**src/rtl/pong_game_ctrl.sv**
```systemverilog
// Pong game controller: game-state FSM, paddle positions, scoring and serve handling.
// Optional pause feature: define PONG_PAUSE_EN to let keycode 0 toggle PLAY <-> PAUSE.
module pong_game_ctrl #(
    parameter int WIN_SCORE    = 5,
    parameter int PADDLE_MAX   = 400,
    parameter int PADDLE_STEP  = 4,
    parameter int POINT_FRAMES = 60
) (
    input  logic       clk,
    input  logic       rst,
    input  logic       frame_tick,
    input  logic [3:0] keys_1,
    input  logic [3:0] keys_2,
    input  logic       key_pressed_1,
    input  logic       key_pressed_2,
    input  logic       miss_left,
    input  logic       miss_right,
    output logic [8:0] paddle_1_y,
    output logic [8:0] paddle_2_y,
    output logic [3:0] score_1,
    output logic [3:0] score_2,
    output logic       ball_en,
    output logic       ball_reset,
    output logic       serve_dir,
    output logic [2:0] state,
    output logic [1:0] winner
);

    typedef enum logic [2:0] {
        S_IDLE  = 3'd0,
        S_SERVE = 3'd1,
        S_PLAY  = 3'd2,
        S_POINT = 3'd3,
        S_OVER  = 3'd4,
        S_PAUSE = 3'd5
    } state_t;

    localparam int          CNT_W      = (POINT_FRAMES > 1) ? $clog2(POINT_FRAMES) : 1;
    localparam logic [8:0]  P_MAX      = 9'(PADDLE_MAX);
    localparam logic [8:0]  P_MID      = 9'(PADDLE_MAX / 2);
    localparam logic [8:0]  P_STEP     = 9'(PADDLE_STEP);
    localparam logic [3:0]  WIN        = 4'(WIN_SCORE);
    localparam logic [CNT_W-1:0] CNT_LAST = CNT_W'(POINT_FRAMES - 1);

    state_t             cur_state, next_state;
    logic               key_prev_1, key_prev_2;
    logic [CNT_W-1:0]   point_cnt;

    // Key events are the rising edge of key_pressed, with the keycode sampled alongside.
    logic key_rise_1, key_rise_2;
    logic serve_1, serve_2, serve_any, serve_ok;
    logic miss_any, point_done, game_won, enter_idle, paddle_move;

    assign key_rise_1 = key_pressed_1 & ~key_prev_1;
    assign key_rise_2 = key_pressed_2 & ~key_prev_2;
    assign serve_1    = key_rise_1 && (keys_1 == 4'd5);
    assign serve_2    = key_rise_2 && (keys_2 == 4'd5);
    assign serve_any  = serve_1 | serve_2;
    assign serve_ok   = serve_dir ? serve_1 : serve_2;
    assign miss_any   = miss_left | miss_right;
    assign point_done = frame_tick && (point_cnt == CNT_LAST);
    assign game_won   = (score_1 >= WIN) || (score_2 >= WIN);
    assign enter_idle = (next_state == S_IDLE) && (cur_state != S_IDLE);
    assign paddle_move = frame_tick && ((cur_state == S_SERVE) || (cur_state == S_PLAY));

`ifdef PONG_PAUSE_EN
    logic pause_ev;
    assign pause_ev = (key_rise_1 && (keys_1 == 4'd0)) || (key_rise_2 && (keys_2 == 4'd0));
`endif

    assign state = cur_state;

    // Paddle step with saturation at 0 (up) and PADDLE_MAX (down).
    function automatic logic [8:0] next_paddle(input logic [8:0] y, input logic up, input logic down);
        logic [9:0] sum;
        sum = {1'b0, y} + 10'(PADDLE_STEP);
        if (up)
            return (y < P_STEP) ? 9'd0 : y - P_STEP;
        else if (down)
            return (sum > 10'(PADDLE_MAX)) ? P_MAX : sum[8:0];
        return y;
    endfunction

    // State register.
    // NOTE: sequential state uses non-blocking assignments so every flop samples pre-edge values.
    always_ff @(posedge clk or posedge rst) begin
        if (rst) cur_state <= S_IDLE;
        else     cur_state <= next_state;
    end

    // Next-state logic; a miss outranks any serve or pause seen in the same cycle.
    // NOTE: next_state gets a default first so no path leaves it unassigned (no latch).
    always_comb begin
        next_state = cur_state;
        case (cur_state)
            S_IDLE:  if (serve_any) next_state = S_SERVE;
            S_SERVE: if (serve_ok)  next_state = S_PLAY;
            S_PLAY: begin
                if (miss_any) next_state = S_POINT;
`ifdef PONG_PAUSE_EN
                else if (pause_ev) next_state = S_PAUSE;
`endif
            end
            S_POINT: if (point_done) next_state = game_won ? S_OVER : S_SERVE;
            S_OVER:  if (serve_any) next_state = S_IDLE;
`ifdef PONG_PAUSE_EN
            S_PAUSE: if (pause_ev) next_state = S_PLAY;
`endif
            default: next_state = S_IDLE;
        endcase
    end

    // Output logic: the ball only moves during live play.
    always_comb begin
        ball_en = (cur_state == S_PLAY);
    end

    // Key-edge history and the one-cycle ball recentre pulse on each entry into SERVE.
    always_ff @(posedge clk or posedge rst) begin
        if (rst) begin
            key_prev_1 <= 1'b0;
            key_prev_2 <= 1'b0;
            ball_reset <= 1'b0;
        end else begin
            key_prev_1 <= key_pressed_1;
            key_prev_2 <= key_pressed_2;
            ball_reset <= (next_state == S_SERVE) && (cur_state != S_SERVE);
        end
    end

    // Frame counter for the between-points delay; idle at 0 outside POINT.
    always_ff @(posedge clk or posedge rst) begin
        if (rst)
            point_cnt <= '0;
        else if (cur_state != S_POINT)
            point_cnt <= '0;
        else if (frame_tick)
            point_cnt <= point_done ? '0 : point_cnt + CNT_W'(1);
    end

    // Scores, serve direction and winner; a double miss scores nobody.
    always_ff @(posedge clk or posedge rst) begin
        if (rst) begin
            score_1   <= 4'd0;
            score_2   <= 4'd0;
            serve_dir <= 1'b0;
            winner    <= 2'd0;
        end else if (enter_idle) begin
            score_1 <= 4'd0;
            score_2 <= 4'd0;
            winner  <= 2'd0;
        end else if ((cur_state == S_PLAY) && (miss_left ^ miss_right)) begin
            if (miss_left) begin
                if (score_2 != 4'd15) score_2 <= score_2 + 4'd1;
                serve_dir <= 1'b1;
            end else begin
                if (score_1 != 4'd15) score_1 <= score_1 + 4'd1;
                serve_dir <= 1'b0;
            end
        end else if ((cur_state == S_POINT) && point_done && game_won) begin
            winner <= (score_1 >= WIN) ? 2'd1 : 2'd2;
        end
    end

    // Paddle positions: recentred on entry to IDLE, stepped once per frame in SERVE/PLAY.
    always_ff @(posedge clk or posedge rst) begin
        if (rst) begin
            paddle_1_y <= P_MID;
            paddle_2_y <= P_MID;
        end else if (enter_idle) begin
            paddle_1_y <= P_MID;
            paddle_2_y <= P_MID;
        end else if (paddle_move) begin
            paddle_1_y <= next_paddle(paddle_1_y, key_pressed_1 && (keys_1 == 4'd2),
                                      key_pressed_1 && (keys_1 == 4'd8));
            paddle_2_y <= next_paddle(paddle_2_y, key_pressed_2 && (keys_2 == 4'd2),
                                      key_pressed_2 && (keys_2 == 4'd8));
        end
    end

endmodule

```
**config.mk**
```make
export PLATFORM = sky130hd
export DESIGN_NAME = pong_game_ctrl
export DESIGN_NICKNAME = d
export VERILOG_FILES = /design/src/rtl/pong_game_ctrl.sv
export SDC_FILE = /design/constraint.sdc
export NUM_CORES = 1
export LEC_CHECK = 0
export BUFFER_PORTS_ARGS = -buffer_cell sky130_fd_sc_hd__buf_2
export CORE_MARGIN = 3
export CORE_UTILIZATION = 25
export CTS_BUF_LIST = sky130_fd_sc_hd__clkbuf_2
export DETAILED_ROUTE_END_ITERATION = 12
export GPL_TIMING_DRIVEN = 0
export REMOVE_ABC_BUFFERS = 1
export SLEW_MARGIN = 20
export SYNTH_ARGS = -nofsm -noshare
export SYNTH_HDL_FRONTEND = slang
export SYNTH_SLANG_ARGS = --single-unit
export TNS_END_PERCENT = 50
```
**constraint.sdc**
```tcl
create_clock -name clk -period 2.2 [get_ports clk]
set_input_delay 0.44 -clock clk [delete_from_list [all_inputs] [get_ports clk]]
set_output_delay 0.44 -clock clk [all_outputs]
set_load 0.05 [all_outputs]
```
==> flow_summary_export.csv, run 1 <==
group,metric,value,unit
final_layout,layout-drive-gt1-share,27.8,%
placed_design,dpl.hpwl,5070,um
setup_path,endpoint,"paddle_1_y[5]",
floorplan,start_util,26.2,%
final_layout,multi_input_area,1780,sq um
final_layout,fin_cells,506,
routing,route.detailed.drc,0,
global_routing,grt_usage,11.4,%
setup_path,worstRegToRegCells,6,
timing,setup_violations,1,
synthesis,yosysWarnings,0,
floorplan,coreArea,10500,sq um
global_routing,grt_pass1_wl,11700,um
power_and_ir_drop,p_comb_share,58.4,%
placed_design,placed_area,3060,sq um
flow_run,maxCapViolCount,0,
synthesis,avgSynthCellArea,8.47,sq um
synthesis,netlist.area_leader.share,28.3,%
clock_tree,cts_sinks,37,
power_and_ir_drop,clkPwrFrac,7.6,%
routing,dr_total_vias,2580,
timing,fin_crit,2.21,ns
clock_tree,clockBufferDepth,2,
clock_tree,cts-root-buf,"clkbuf_2",
run_status,status,"finished, violations left",
synthesis,synth.distinct_cells,59,
floorplan,dieHeight,111,um
global_routing,gr-total-overflow,0,
timing,rsz0062_at_grt,"true",
synthesis,ys_seq_elements,37,
setup_path,crit_start,"paddle_1_y[4]",
timing,max_freq,453,MHz
final_layout,area_delta_synth_final,21.9,%
synthesis,synth_enable_flop_cells,0,
timing,maxSlewViolCount,0,
setup_path,cp_max_fo,4,
routing,routed_wl,7240,um
timing,layout_setup_ws,-0.00747,ns
clock_tree,cts.htree.levels,2,
final_layout,layout.nets,399,
timing,hold_viol_final,0,
global_routing,grt_max_degree,21,
floorplan,num_rows,37,
synthesis,synthCells,323,
power_and_ir_drop,pwr-share-seq,33.9,%
power_and_ir_drop,netSwitchingPower,0.00205,W
synthesis,ys_seq_area_share,34.1,%
power_and_ir_drop,max-vdd-ir-drop,357,uV
final_layout,antenna_cells,0,
clock_tree,insertion_delay,0.38,ns
placed_design,io_buffer_count,44,
setup_path,timing_worst_setup_path_type,"reg2reg",
setup_path,end_kind,"flip-flop",
placed_design,dp_cells,483,
timing,worstMarginPinSlew,0.595,ns
timing,max_slew_margin,59.8,%
setup_path,reg2reg_from,"paddle_1_y[4]",
global_routing,grt_pass1_vias,2454,
synthesis,synth.cells.most_frequent,"nor2_1 (39), dfrtp_1 (31), nand2_1 (22)",
synthesis,synthArstFlopShare,100,%
setup_path,rrSetupSlack,-0.007,ns
clock_tree,clkSlewWorstSetupHoldPaths,0.18,ns
synthesis,synth.area.top_cells,"dfrtp_1 (28%), ha_1 (6.4%), dfstp_2 (5.8%)",
synthesis,yosysTopAreaCell,"dfrtp_1",
routing,dr.pass1.iters,4,
floorplan,die_w,111,um
synthesis,synth.most_common_cell,"nor2_1",
routing,wl_per_cell,14.3,um
setup_path,worst_ep_required_time,2.49,ns
power_and_ir_drop,switching_share,53.9,%
timing,fin_skew,0.0121,ns
synthesis,synth_ff_type,"dfrtp_1",
placed_design,gp_congestion,0.828,
placed_design,preCtsSetupSlack,-0.655,ns
min_path,hp-class,"in2reg",
timing,period_share,100,%
power_and_ir_drop,p_int,0.00175,W
power_and_ir_drop,leakage,1.45,nW
clock_tree,cts_tree,"built",
routing,viasPerCell,5.10,
setup_path,cp.arrival,2.50,ns
routing,drt_iter0_drc,112,
setup_path,cp-start-kind,"flip-flop",
global_routing,antenna_found_initial,0,
clock_tree,numCtsBuffers,5,
synthesis,syn-cell-area,2740,sq um
routing,ant_nets,0,
power_and_ir_drop,p_per_area,1140,nW/um^2
final_layout,seq_area,940,sq um
floorplan,io_pins,49,
final_layout,fill_cells,1118,
run_status,violations,"negative setup slack",
floorplan,die-area,12200,sq um
final_layout,final_cell_area,3340,sq um
setup_path,r2r-end,"paddle_1_y[5]",
## power by group through the flow
stage / logic (W) / registers (W) / clock network (W)
6_report: 0.00222 / 0.00129 / 0.000291
5_1_grt: 0.00242 / 0.00134 / 0.000346
4_1_cts: 0.00214 / 0.00126 / 0.000306
3_5_place_dp: 0.00196 / 0.00135 / 0
3_3_place_gp: 0.00192 / 0.00134 / 0
2_1_floorplan: 0.000938 / 0.00186 / 0
## through the flow
stage / total power (W) / TNS, ns / hold WS [ns] / util [%]
final: 0.00381 / -0.00747 / 0.181 / 31.9
after global routing: 0.00410 / -0.126 / 0.144 / 31.9
after CTS: 0.00371 / -0.0718 / 0.00324 / 30.7
after detailed placement: 0.00330 / -8.23 / 0.467 / 29.2
after global placement: 0.00326 / -7.51 / 0.506 / 28.9
after floorplan: 0.00280 / -9.02 / 0.471 / -
## repair_timing
item | in CTS | in global routing
pin swaps | 2 | 9
buffers inserted | 11 | 4
hold endpoints to repair | 0 | 2
resized for setup | 10 | 17
endpoints found under the setup margin | 25 | 15
hold buffers | 0 | 1
## per-layer routing
layer / vias to the layer above / wire, um / track usage [%]
met3: 18 / 238 / 1.92
met1: 1252 / 3150 / 13.8
met5: - / 0 / 0
li1: 1255 / - / -
met4: 0 / 251 / 5.25
met2: 55 / 3590 / 19.8
## registers in the layout, indices dropped and copies added (netlist names)
| name | flops |
|---|---|
| paddle_1_y | 7 |
| ball_reset | 1 |
| winner | 2 |
| point_cnt | 6 |
| serve_dir | 1 |
| key_prev_1 | 1 |
| score_2 | 4 |
| key_prev_2 | 1 |
| paddle_2_y | 7 |
| state | 3 |
| score_1 | 4 |
## area by class of cell
type | count | area share, %
Clock buffer | 6 | 0.900
Sequential cell | 37 | 28.2
Multi-Input combinational cell | 253 | 53.3
Clock inverter | 1 | 0.112
Tap cell | 136 | 5.10
Timing Repair Buffer | 61 | 11.1
Inverter | 12 | 1.35
## placed cells by master, fill, tap and decap left out, types with 5 or more instances in the layout
master,count
mux2i_1,5
nand2_1,22
nand3_1,18
xor2_1,8
dfrtp_2,5
nor3_1,9
nand4_1,6
a21oi_1,14
inv_1,11
xnor2_1,9
o31ai_1,5
clkbuf_2,6
dfstp_2,6
ha_1,12
nor2_1,38
dfrtp_1,26
buf_4,15
o21ai_0,12
buf_2,44
nand2b_1,8
## worst min path at each step
stage | startpoint | to | slack, ns | depth (start not counted)
after floorplan | key_pressed_1 | key_prev_1 | 0.47 | 0
after global placement | winner[1] | winner[1] | 0.51 | 2
after detailed placement | rst | paddle_1_y[5] | 0.47 | 2
after CTS | rst | paddle_1_y[5] | 0.003 | 2
after global routing | key_pressed_1 | key_prev_1 | 0.14 | 1
final | key_pressed_1 | key_prev_1 | 0.18 | 1
## kinds of logic (layout without fill, tap and decap cells)
kind of cell    after synthesis  count (layout)  share of synthesized area, %
simple gates                139             139                          26.8
buf+inv                      36              80                          5.85
compound gates               73              73                          19.0
other cells                   1               4                         0.137
mux                           6               6                          2.24
flops                        37              37                          34.1
fa+ha+maj                    14              14                          6.40
xor+xnor                     17              17                          5.44
## critical path: stages (launching register included)
cell,delay [ns]
dfrtp_2,0.45
or4_4,0.55
or3_4,0.42
o31a_1,0.28
o2111ai_1,0.10
a21boi_1,0.09
a211o_1,0.23
(Power assumes the default switching activity.)
==> run 2: changes to the inputs <==
--- a/config.mk
+++ b/config.mk
@@ -5,12 +5,14 @@
 export SDC_FILE = /design/constraint.sdc
 export NUM_CORES = 1
 export LEC_CHECK = 0
+export ABC_AREA = 0
 export BUFFER_PORTS_ARGS = -buffer_cell sky130_fd_sc_hd__buf_2
 export CORE_MARGIN = 3
 export CORE_UTILIZATION = 25
 export CTS_BUF_LIST = sky130_fd_sc_hd__clkbuf_2
 export DETAILED_ROUTE_END_ITERATION = 12
 export GPL_TIMING_DRIVEN = 0
+export PLACE_DENSITY_LB_ADDON = 0.15
 export REMOVE_ABC_BUFFERS = 1
 export SLEW_MARGIN = 20
 export SYNTH_ARGS = -nofsm -noshare
==> run 2 against run 1 <==
Against the previous run:
- the run still ends with negative setup slack left
- first-iteration DRC count decreased by 39%
- register-to-register slack got worse by 0.04 ns
- global-route usage increased by 0.57 points
- critical path type unchanged
==> flow_summary_export.csv, run 2 (synthesis gave the netlist of run 1 again) <==
group,metric,value,unit
clock_tree,numCtsBuffers,5,
power_and_ir_drop,max-vdd-ir-drop,585,uV
setup_path,rrSetupSlack,-0.04,ns
clock_tree,cts-root-buf,"clkbuf_2",
timing,fin_crit,2.24,ns
routing,route.detailed.drc,0,
routing,routed_wl,7300,um
setup_path,end_kind,"flip-flop",
floorplan,dieHeight,111,um
floorplan,start_util,26.2,%
clock_tree,cts.htree.levels,2,
floorplan,die-area,12200,sq um
routing,wl_per_cell,14.4,um
timing,setup_violations,1,
floorplan,num_rows,37,
final_layout,layout_commonest_cell,"buf_2",
global_routing,grt_pass1_wl,12200,um
run_status,status,"finished, violations left",
global_routing,gr-total-overflow,0,
placed_design,dpl.hpwl,5150,um
clock_tree,cts_sinks,37,
timing,worstMarginPinSlew,0.644,ns
final_layout,top_regs,"paddle_1_y x7, paddle_2_y x7, point_cnt x6",
run_status,violations,"negative setup slack",
timing,max_slew_margin,56.5,%
clock_tree,clockBufferDepth,2,
floorplan,die_w,111,um
min_path,hp-class,"in2reg",
setup_path,reg2reg_from,"paddle_1_y[2]",
timing,layout_setup_ws,-0.0442,ns
timing,period_share,102,%
min_path,hold_end,"key_prev_1",
power_and_ir_drop,p_total,0.00393,W
placed_design,gp_congestion,0.821,
setup_path,worstRegToRegCells,6,
floorplan,io_pins,49,
routing,viasPerCell,5.02,
setup_path,r2r-end,"paddle_1_y[5]",
setup_path,cp-start-kind,"flip-flop",
clock_tree,insertion_delay,0.40,ns
power_and_ir_drop,leakage,1.46,nW
setup_path,worst_ep_required_time,2.51,ns
routing,dr.pass1.iters,4,
global_routing,grt_max_degree,22,
final_layout,layout.nets,399,
global_routing,grt_usage,12.0,%
routing,drt_iter0_drc,68,
routing,ant_nets,0,
setup_path,timing_worst_setup_path_type,"reg2reg",
global_routing,antenna_found_initial,0,
clock_tree,cts_tree,"built",
flow_run,maxCapViolCount,0,
min_path,hold_path_depth,1,
final_layout,final_cell_mix,"buf_2 (44), nor2_1 (38), dfrtp_1 (27)",
timing,max_freq,446,MHz
final_layout,area_delta_synth_final,22.4,%
timing,maxSlewViolCount,0,
setup_path,cp_max_fo,4,
final_layout,antenna_cells,0,
timing,rsz0062_at_grt,"true",
min_path,min_from,"key_pressed_1",
final_layout,layout-drive-gt1-share,27.0,%
clock_tree,clkSlewWorstSetupHoldPaths,0.21,ns
setup_path,cp.arrival,2.55,ns
timing,hold_viol_final,0,
global_routing,grt_pass1_vias,2388,
timing,fin_skew,0.0282,ns
routing,dr_total_vias,2543,
power_and_ir_drop,p_per_area,1170,nW/um^2
placed_design,io_buffer_count,44,
floorplan,coreArea,10500,sq um
timing,setup_tns,-0.0442,ns
[run 2: final cells by class]
cell class / count / area, sq um
flip-flops and latches: 37 / 938
inverters: 12 / 45.0
clock inverters: 3 / 41.3
well taps: 136 / 170
fillers: 1154 / 7110
clock buffers: 5 / 25.0
multi-input cells: 253 / 1760
repair buffers: 61 / 370
[run 2: critical path, cell delays in order (launching register included)]
cell and delay, ns:
dfrtp_2 0.45, or4_4 0.55, or3_4 0.38, o31ai_4 0.27
buf_4 0.18, a211oi_1 0.04, a211o_1 0.29
[run 2: timing repair]
item / in CTS / in global routing
hold endpoints to repair: 12 / 0
buffers inserted: 13 / 2
gates resized for setup: 11 / 10
setup endpoints to repair: 21 / 9
pin swaps: 2 / 3
hold buffers: 1 / 0
[run 2: how the worst max path moves through the flow]
stage / endpoint / cells after the start / from / slack, ns
6_report: paddle_1_y[5] / 6 / paddle_1_y[2] / -0.04
5_1_grt: paddle_1_y[5] / 6 / paddle_1_y[2] / -0.09
4_1_cts: paddle_1_y[5] / 5 / key_prev_2 / -0.03
3_5_place_dp: paddle_1_y[5] / 6 / keys_2[1] / -0.59
3_3_place_gp: paddle_1_y[8] / 7 / keys_1[0] / -0.66
2_1_floorplan: score_1[3] / 6 / state[1] / -1.17
[run 2: layer usage]
layer,GRT usage (%),vias to the layer above,part of all wire (%)
li1,-,1259,-
met1,16.5,1228,48
met2,18.6,50,47
met3,3.12,6,3.8
met4,3.37,0,1.2
met5,0,-,0
[run 2: metrics by stage]
step | cells | cell area, sq um | utilization [%] | hold slack [ns] | worst slack, ns
floorplan | 302 | 2630 | - | 0.471 | -1.17
global placement | 482 | 3020 | 28.9 | 0.529 | -0.657
detailed placement | 483 | 3060 | 29.2 | 0.472 | -0.589
CTS | 505 | 3270 | 31.2 | 0.130 | -0.0297
global route | 507 | 3350 | 32.0 | 0.0725 | -0.0866
finish | 507 | 3350 | 32.0 | 0.163 | -0.0442
[run 2: report_power, final]
part	leakage (nW)	internal, W	switching (W)
combinational	0.952	0.000758	0.00145
clock	0.0366	0.000188	0.000249
sequential	0.466	0.000907	0.000374
total	1.46	0.00185	0.00207
==> run 3: changes to the inputs <==
--- a/config.mk
+++ b/config.mk
@@ -9,7 +9,6 @@
 export BUFFER_PORTS_ARGS = -buffer_cell sky130_fd_sc_hd__buf_2
 export CORE_MARGIN = 3
 export CORE_UTILIZATION = 25
-export CTS_BUF_LIST = sky130_fd_sc_hd__clkbuf_2
 export DETAILED_ROUTE_END_ITERATION = 12
 export GPL_TIMING_DRIVEN = 0
 export PLACE_DENSITY_LB_ADDON = 0.15
==> run 3 against run 2 <==
Against the previous run:
- the flow now finishes without violations
- largest cell class unchanged
- sequential cell count unchanged
- fmax increased by 3.9%
- sequential share of layout area decreased by 0.38 points
- largest power group unchanged
==> flow_summary_export.csv, run 3 (synthesis gave the netlist of run 1 again) <==
group,metric,value,unit
timing,hold_viol_final,0,
final_layout,antenna_cells,0,
placed_design,dp_cells,483,
routing,wl_per_cell,14.2,um
power_and_ir_drop,netSwitchingPower,0.00208,W
floorplan,die_w,111,um
final_layout,layout-drive-gt1-share,27.2,%
final_layout,layout_commonest_cell,"buf_2",
routing,drt_iter0_drc,81,
power_and_ir_drop,p_per_area,1220,nW/um^2
flow_run,maxCapViolCount,0,
floorplan,io_pins,49,
routing,route.detailed.drc,0,
power_and_ir_drop,max-vdd-ir-drop,605,uV
clock_tree,numCtsBuffers,5,
run_status,status,"finished, final reports clean",
routing,dr_total_vias,2541,
power_and_ir_drop,p_int,0.00206,W
routing,ant_nets,0,
power_and_ir_drop,clkPwrFrac,15.2,%
final_layout,final_cell_mix,"buf_2 (44), nor2_1 (38), dfrtp_1 (27)",
routing,dr.pass1.iters,4,
floorplan,num_rows,37,
final_layout,final_cell_area,3400,sq um
timing,fin_crit,2.16,ns
routing,routed_wl,7210,um
global_routing,grt_usage,11.8,%
setup_path,end_kind,"flip-flop",
setup_path,crit_start,"paddle_1_y[5]",
final_layout,top_regs,"paddle_1_y x7, paddle_2_y x7, point_cnt x6",
timing,maxSlewViolCount,0,
clock_tree,cts_tree,"built",
final_layout,fin_cells,507,
placed_design,gp_congestion,0.821,
final_layout,area_delta_synth_final,24.1,%
clock_tree,cts-root-buf,"clkbuf_8",
power_and_ir_drop,p_comb_share,53.7,%
floorplan,start_util,26.2,%
clock_tree,clkSlewWorstSetupHoldPaths,0.09,ns
global_routing,gr-total-overflow,0,
floorplan,die-area,12200,sq um
clock_tree,cts_sinks,37,
power_and_ir_drop,leakage,1.48,nW
placed_design,placed_area,3060,sq um
clock_tree,insertion_delay,0.29,ns
setup_path,worst_ep_required_time,2.38,ns
clock_tree,cts.htree.levels,2,
global_routing,grt_max_degree,22,
timing,max_freq,463,MHz
clock_tree,clockBufferDepth,2,
timing,max_slew_margin,61.5,%
routing,viasPerCell,5.01,
clock_tree,cts_hold_buf,0,
setup_path,cp_max_fo,4,
final_layout,layout.nets,399,
floorplan,coreArea,10500,sq um
timing,period_share,98.2,%
global_routing,antenna_found_initial,0,
power_and_ir_drop,pwr-share-seq,31.1,%
timing,rsz0062_at_grt,"true",
min_path,hp-class,"in2async",
power_and_ir_drop,switching_share,50.2,%
timing,setup_violations,0,
setup_path,cp.arrival,2.34,ns
setup_path,reg2reg_from,"paddle_1_y[5]",
floorplan,dieHeight,111,um
global_routing,grt_pass1_vias,2368,
setup_path,cp-start-kind,"flip-flop",
timing,worstMarginPinSlew,0.569,ns
placed_design,io_buffer_count,44,
placed_design,dpl.hpwl,5150,um
timing,fin_skew,0.0128,ns
setup_path,timing_worst_setup_path_type,"reg2reg",
global_routing,grt_pass1_wl,12100,um
[run 3: changes by cell type in the layout (fill, tap and decap cells not counted)]
cell,before,now
a311oi_1,3,2
a311oi_2,2,3
a31oi_1,1,2
a31oi_2,1,0
and3_1,4,5
and3_4,1,0
buf_4,15,16
clkbuf_2,5,0
clkbuf_8,0,6
clkinv_1,1,0
dlygate4sd3_1,1,0
[run 3: worst paths after layout]
kind	to	slack [ns]	cells after the start
min in group clk	key_prev_1	0.27	1
max	paddle_1_y[5]	0.04	6
max reg2reg	paddle_1_y[5]	0.04	6
min	score_1[0]	0.13	2
max in group asynchronous	paddle_2_y[7]	1.52	3
min reg2reg	winner[1]	0.55	2
[run 3: cell type report]
| type | count | area, sq um |
|---|---|---|
| fillers | 1138 | 7070 |
| well taps | 136 | 170 |
| multi-input cells | 253 | 1750 |
| inverters | 12 | 45.0 |
| flip-flops and latches | 37 | 938 |
| clock buffers | 6 | 82.6 |
| clock inverters | 2 | 37.5 |
| repair buffers | 61 | 368 |
[run 3: metrics by stage]
stage	utilization [%]	worst slack (ns)	power, W	hold slack (ns)	setup TNS (ns)
6_report	32.5	0.0390	0.00415	0.130	0
3_5_place_dp	29.2	-0.589	0.00333	0.472	-7.79
5_1_grt	32.5	-0.0407	0.00447	0.152	-0.0755
4_1_cts	31.5	-0.0217	0.00408	0.136	-0.0391
3_3_place_gp	28.9	-0.657	0.00331	0.529	-9.01
2_1_floorplan	-	-1.17	0.00280	0.471	-9.02
[run 3: layer usage]
layer	vias to the layer above	global-route usage [%]	share of wire, %
met4	0	3.53	1.0
li1	1260	-	-
met1	1218	16.1	47
met2	57	18.6	47
met5	-	0	0
met3	6	2.47	4.8
[run 3: timing repair]
| item | 4_1_cts | 5_1_grt |
|---|---|---|
| setup buffers | 8 | 8 |
| endpoints found under the setup margin | 21 | 7 |
| gates resized for setup | 12 | 8 |
| pin swaps | 7 | 4 |
[run 3: critical path: stages, from the launching register on]
cell and delay, ns:
dfrtp_2 0.41, or4_4 0.54, or3_4 0.42, o31a_1 0.28
o2111ai_1 0.10, a21boi_1 0.09, a211o_1 0.22
[run 3: power by group through the flow]
stage               combinational, W  sequential [W]  clock, W
floorplan                   0.000938         0.00186         0
global placement             0.00194         0.00136         0
detailed placement           0.00197         0.00136         0
CTS                          0.00210         0.00131  0.000661
global route                 0.00244         0.00135  0.000688
finish                       0.00223         0.00129  0.000630
